<file path="src/rtl/nn_rgb_pkg.sv">
// Shared types for the nn_rgb pixel path: the sideband bundle that rides alongside
// the NN datapath and the delay-pipe FSM state.
package nn_rgb_pkg;

   localparam int unsigned ADDR_W = 17;

   typedef struct packed {
      logic              vsync;
      logic              we;
      logic [ADDR_W-1:0] addr;
   } ctrl_sb_t;

   typedef enum logic {
      FILL = 1'b0,
      RUN  = 1'b1
   } dly_state_e;

endpackage

</file>
<file path="src/rtl/ctrl_sb_stage.sv">
// One sideband pipeline stage: a ctrl_sb_t register plus its valid bit.
// clr_v wins over en so a flush drops the stage even while the pipe advances.
module ctrl_sb_stage
   import nn_rgb_pkg::*;
(
   input  logic     clk,
   input  logic     rst_n,
   input  logic     en,
   input  logic     clr_v,
   input  ctrl_sb_t d,
   input  logic     d_v,
   output ctrl_sb_t q,
   output logic     q_v
);

   always_ff @(posedge clk or negedge rst_n) begin
      if (!rst_n) begin
         q   <= '0;
         q_v <= 1'b0;
      end else begin
         if (en) begin
            q <= d;
         end
         if (clr_v) begin
            q_v <= 1'b0;
         end else if (en) begin
            q_v <= d_v;
         end
      end
   end

endmodule

</file>
<file path="src/rtl/ctrl_delay_pipe.sv">
// Run-time selectable sideband delay pipe for the nn_rgb path: keeps vsync/we/addr
// aligned with the pixel result, holds on stall and flushes on a delay change.
module ctrl_delay_pipe #(
   parameter int unsigned ADDR_W        = nn_rgb_pkg::ADDR_W,
   parameter int unsigned MAX_DELAY     = 16,
   parameter int unsigned DEFAULT_DELAY = 7,
   parameter int unsigned DLY_W         = $clog2(MAX_DELAY + 1)
) (
   input  logic              clk,
   input  logic              rst_n,
   input  logic              en_i,
   input  logic              dly_load_i,
   input  logic [DLY_W-1:0]  dly_sel_i,
   input  logic              vsync_i,
   input  logic [ADDR_W-1:0] addr_i,
   input  logic              we_i,
   output logic              vsync_o,
   output logic [ADDR_W-1:0] addr_o,
   output logic              we_o,
   output logic              valid_o,
   output logic              busy_o,
   output logic [DLY_W-1:0]  cur_dly_o
);

   import nn_rgb_pkg::*;

   ctrl_sb_t   sb_in;
   ctrl_sb_t   sb_q     [MAX_DELAY];
   logic       v_q      [MAX_DELAY];
   ctrl_sb_t   sb_d     [MAX_DELAY];
   logic       v_d      [MAX_DELAY];
   logic       clr_v    [MAX_DELAY];

   ctrl_sb_t   tap;
   logic       tap_v;

   dly_state_e state_q, state_d;
   logic [DLY_W-1:0] cur_dly_q, cur_dly_d;
   logic [DLY_W-1:0] fill_cnt_q, fill_cnt_d;
   logic [DLY_W-1:0] dly_clamped;
   logic             fill_done;

   assign sb_in.vsync = vsync_i;
   assign sb_in.we    = we_i;
   assign sb_in.addr  = addr_i;

   // Stage 0 takes fresh input; a load with the pipe stalled must still drop its v.
   always_comb begin
      sb_d[0]  = sb_in;
      v_d[0]   = 1'b1;
      clr_v[0] = dly_load_i & ~en_i;
      for (int i = 1; i < int'(MAX_DELAY); i++) begin
         sb_d[i]  = sb_q[i-1];
         v_d[i]   = v_q[i-1];
         clr_v[i] = dly_load_i;
      end
   end

   for (genvar i = 0; i < int'(MAX_DELAY); i++) begin : g_stage
      ctrl_sb_stage u_stage (
         .clk   (clk),
         .rst_n (rst_n),
         .en    (en_i),
         .clr_v (clr_v[i]),
         .d     (sb_d[i]),
         .d_v   (v_d[i]),
         .q     (sb_q[i]),
         .q_v   (v_q[i])
      );
   end

   always_comb begin
      if (dly_sel_i == '0) begin
         dly_clamped = DLY_W'(1);
      end else if (dly_sel_i > DLY_W'(MAX_DELAY)) begin
         dly_clamped = DLY_W'(MAX_DELAY);
      end else begin
         dly_clamped = dly_sel_i;
      end
   end

   assign fill_done = (fill_cnt_q == cur_dly_q - DLY_W'(1));

   // A load takes priority over fill completion in the same cycle.
   always_comb begin
      state_d    = state_q;
      cur_dly_d  = cur_dly_q;
      fill_cnt_d = fill_cnt_q;
      if (dly_load_i) begin
         cur_dly_d  = dly_clamped;
         fill_cnt_d = en_i ? DLY_W'(1) : '0;
         state_d    = (en_i && dly_clamped == DLY_W'(1)) ? RUN : FILL;
      end else if (en_i && state_q == FILL) begin
         if (fill_done) begin
            state_d    = RUN;
            fill_cnt_d = '0;
         end else begin
            fill_cnt_d = fill_cnt_q + DLY_W'(1);
         end
      end
   end

   always_ff @(posedge clk or negedge rst_n) begin
      if (!rst_n) begin
         state_q    <= FILL;
         cur_dly_q  <= DLY_W'(DEFAULT_DELAY);
         fill_cnt_q <= '0;
      end else begin
         state_q    <= state_d;
         cur_dly_q  <= cur_dly_d;
         fill_cnt_q <= fill_cnt_d;
      end
   end

   always_comb begin
      tap   = '0;
      tap_v = 1'b0;
      for (int i = 0; i < int'(MAX_DELAY); i++) begin
         if (cur_dly_q == DLY_W'(i + 1)) begin
            tap   = sb_q[i];
            tap_v = v_q[i];
         end
      end
   end

   assign vsync_o   = tap.vsync & tap_v;
   assign we_o      = tap.we & tap_v;
   assign addr_o    = tap.addr;
   assign valid_o   = tap_v;
   assign busy_o    = (state_q == FILL);
   assign cur_dly_o = cur_dly_q;

endmodule
</file>
<file path="config.mk">
export PLATFORM = sky130hd
export DESIGN_NAME = ctrl_delay_pipe
export DESIGN_NICKNAME = d
export VERILOG_FILES = /design/src/rtl/nn_rgb_pkg.sv /design/src/rtl/ctrl_sb_stage.sv /design/src/rtl/ctrl_delay_pipe.sv
export SDC_FILE = /design/constraint.sdc
export NUM_CORES = 1
export LEC_CHECK = 0
export ABC_AREA = 0
export BUFFER_PORTS_ARGS = -buffer_cell sky130_fd_sc_hd__buf_2
export CAP_MARGIN = 40
export CORE_MARGIN = 2
export CORE_UTILIZATION = 35
export CTS_CLUSTER_SIZE = 14
export DETAILED_ROUTE_END_ITERATION = 8
export PLACE_DENSITY = 0.58
export SLEW_MARGIN = 20
export SYNTH_ARGS = -nofsm -noshare
export SYNTH_HDL_FRONTEND = slang
export SYNTH_SLANG_ARGS = --single-unit
</file>
<file path="constraint.sdc">
create_clock -name clk -period 8 [get_ports clk]
set_input_delay 2 -clock clk [delete_from_list [all_inputs] [get_ports clk]]
set_output_delay 2 -clock clk [all_outputs]
set_load 0.02 [all_outputs]
</file>
==> out/results.tsv <==
stage	metric	value	unit
timing	Final Worst Setup Slack	1.52	ns
timing	Final period util	0.810	
global_routing	first-pass GRT wire length	66300	µm
timing	setup TNS	0	ns
logic_synthesis	Warnings, synthesis	0	
clock_tree	cts hold-fix bufs	0	
hold_path	HP Class	reg -> reg	
clock_tree	post-CTS setup repair buffer count	0	
logic_synthesis	Mapped Cells	1308	
global_routing	vias in the first global route	10831	
clock_tree	cts repair resizes	0	
final_layout	Layout area overhead	13.3	%
timing	hold violation count in the final report	0	
global_routing	pin count of the biggest net entering global routing	184	
logic_synthesis	post-synth top area share	0.520	
clock_tree	Max Buffers Root-to-Sink	3	
clock_tree	clk sink count	331	
drt	DR WL/cell	21.1	µm
logic_synthesis	EDFF count, synth	0	
placement	HPWL Detailed	27500	µm
logic_synthesis	Synth Net Count	1342	
placement	input/output buffers	53	
timing	worst-margin pin slew	1.02	ns
logic_synthesis	adder-cell share of the synthesized area	0.00476	
logic_synthesis	Seq/Total Area, Yosys	0.525	
floorplanning	core area	0.0443	mm²
global_routing	initial antenna violation count	3	
timing	post-layout minimum cycle time	6.48	ns
floorplanning	Die Height	216	µm
drt	post-DR vias/cell	5.54	
clock_tree	CTS tree	built	
logic_synthesis	Compound-Gate Fraction of Synth Area	0.135	
final_layout	Core Util, Final	0.403	
placement	Final Wtd Congestion	0.806	
pwr	P_leak	7.42	nW
setup_path	setup slack, reg-to-reg	5.57	ns
logic_synthesis	Netlist Area Pre-Place	0.0158	mm²
floorplanning	Die Area	0.0468	mm²
hold_path	hold path cells	2	
setup_path	CP required	6.00	ns
setup_path	Crit Path Class	reg -> out	
setup_path	reg-to-reg endpoint	fill_cnt_q[0]$_DFFE_PN0P_	
timing	hold_ws	0.495	ns
final_layout	Design Area, Final	0.0179	mm²
logic_synthesis	cell taking the most area after synthesis	dfrtp_1	
placement	dpl cell area	0.0166	mm²
logic_synthesis	Synth top cells by count	dfrtp_1, mux2_2, a21oi_1, o21ai_0, nand2_1	
setup_path	critical path capture point type	output port	
setup_path	CP startpoint kind	register	
timing	Final setup viols	0	
drt	drt first-iter violations	1098	
logic_synthesis	simple-gate share of the synthesized area	0.0787	
floorplanning	FP Rows	77	
setup_path	worst r2r path cells	7	
placement	Placement Setup Slack	2.07	ns
drt	DRC viols	0	
clock_tree	root buf cell	clkbuf_16	
logic_synthesis	post-synthesis mux area share	0.219	
logic_synthesis	Syn Area/Cell	12.1	µm²
placement	DP Cell Count	1886	
logic_synthesis	register bit total from synthesis	331	
timing	Fmax achieved	154	MHz
floorplanning	number of I/O pins	54	
run	maxcap violations	0	
logic_synthesis	synth top area cells	dfrtp_1, mux2_2, a21oi_1	
timing	Final Slew Violations	0	
hold_path	hold path startpoint	g_stage[5].u_stage.q[18]$_DFFE_PN0P_	
drt	Initial DRT Pass Iterations	6	
clock_tree	TritonCTS Buffers	39	
pwr	Power Total	5.39	mW
drt	Final ANT Viol Nets	0	
clock_tree	clk slew on worst S/H paths	0.06	ns
logic_synthesis	xor/xnor cell area share of the yosys netlist	0.00444	
final_layout	share of layout cells above drive strength 1	0.338	
global_routing	GRT Residual Overflow	0	
final_layout	ant diodes	0	
logic_synthesis	ys flop type	dfrtp_1	
setup_path	WP data arrival	4.48	ns
floorplanning	Chip Width	216	µm
drt	final WL	41200	µm
timing	RSZ-0062 raised after global routing	no	
pwr	Peak VDD IR	141	µV
clock_tree	H-tree depth	2	
drt	vias	10834	
run_status	status	finished clean	
setup_path	worst-path maximum fanout	17	
hold_path	Hold EP	g_stage[6].u_stage.q[18]$_DFFE_PN0P_	
clock_tree	clk_lat worst skew	0.53	ns
pwr	Pwr per Cell Area	301	mW/mm²
logic_synthesis	Synth cell types	80	
logic_synthesis	largest family of logic cells by synthesized area	multiplexers	
setup_path	R2R Path Start	cur_dly_o[2]$_DFFE_PN1P_	
floorplanning	Initial Util	0.356	
logic_synthesis	most frequent cell after synthesis	dfrtp_1	
timing	Final Skew	0.0146	ns
final_layout	NumNets Final	1371	
timing	Slew headroom	0.321	
logic_synthesis	asr flop ratio synth	1.00	
global_routing	gr usage total	0.179	
final_layout	final std cells w/o fill	1954	
-- logic make-up after synthesis --
group	Yosys count
simple gates	221
mux	308
buf+inv	117
fa+ha+maj	6
compound gates	317
flops	331
xor+xnor	8
-- metal layers --
layer,global-route usage,wire (µm),vias up
li1,-,-,4941
met1,0.264,19500,5503
met2,0.263,18200,306
met3,0.0348,2320,80
met4,0.0562,1120,4
met5,0,14,-
-- flip-flops by register name (all words and copies together), names as in the netlist --
register / flops
cur_dly_o: 5
fill_cnt_q: 5
g_stage.u_stage.q: 304
g_stage.u_stage.q_v: 16
state_q: 1
-- critical path: stages, from the launching register on --
cell and delay, ns:
dfstp_2 0.59, ha_1 0.51, buf_6 0.23, buf_4 0.25, nor3b_2 0.53, and2_1 0.54, a221oi_1 0.16, o31a_1 0.35
o21ai_1 0.18, o211ai_1 0.12, a21oi_1 0.26, buf_2 0.21
-- power by group --
part	switching, mW	internal (mW)
Sequential	0.448	2.24
Combinational	0.430	0.565
Clock	0.676	1.02
Total	1.55	3.83
-- final cells by class --
class                      count  area, µm²
clock inverter                 5       52.6
sequential                   331       8290
fill                        4255      26400
inverter                      23       86.3
tap                          592        741
timing repair buffer          82        559
clock buffer                  61       1160
multi-input combinational    860       6980
-- cell usage in the layout (no fill, tap or decap), drive strengths merged, types with 5 or more instances in the layout --
cell type and instances:
a22o 6, nor2b 10, or2 7, nand3 17, a211oi 11, dfrtp 328
or3 5, mux2 293, a21oi 71, a2111oi 5, inv 23, a31oi 6
o31a 5, a221oi 25, nor2 56, buf 82, o22ai 24, o21ai 78
nor3 14, o221ai 19, xnor2 5, ha 6, a22oi 20, nand2b 7
nand3b 10, mux2i 15, a221o 6, o211ai 9, a21o 5, nand4bb 5
clkbuf 61, nand2 59
-- worst max-delay path by stage --
stage                              from         end  slack, ns  cells after the start
2_1_floorplan  cur_dly_o[1]$_DFFE_PN1P_  addr_o[12]       3.23                     11
3_3_place_gp   cur_dly_o[2]$_DFFE_PN1P_  addr_o[10]       2.07                      7
3_5_place_dp   cur_dly_o[0]$_DFFE_PN1P_   addr_o[2]       2.07                     11
4_1_cts        cur_dly_o[0]$_DFFE_PN1P_   addr_o[2]       1.49                     11
5_1_grt        cur_dly_o[0]$_DFFE_PN1P_   addr_o[4]       1.21                     11
6_report       cur_dly_o[0]$_DFFE_PN1P_   addr_o[2]       1.52                     11
Note: power is estimated with default switching activity, not from simulation.
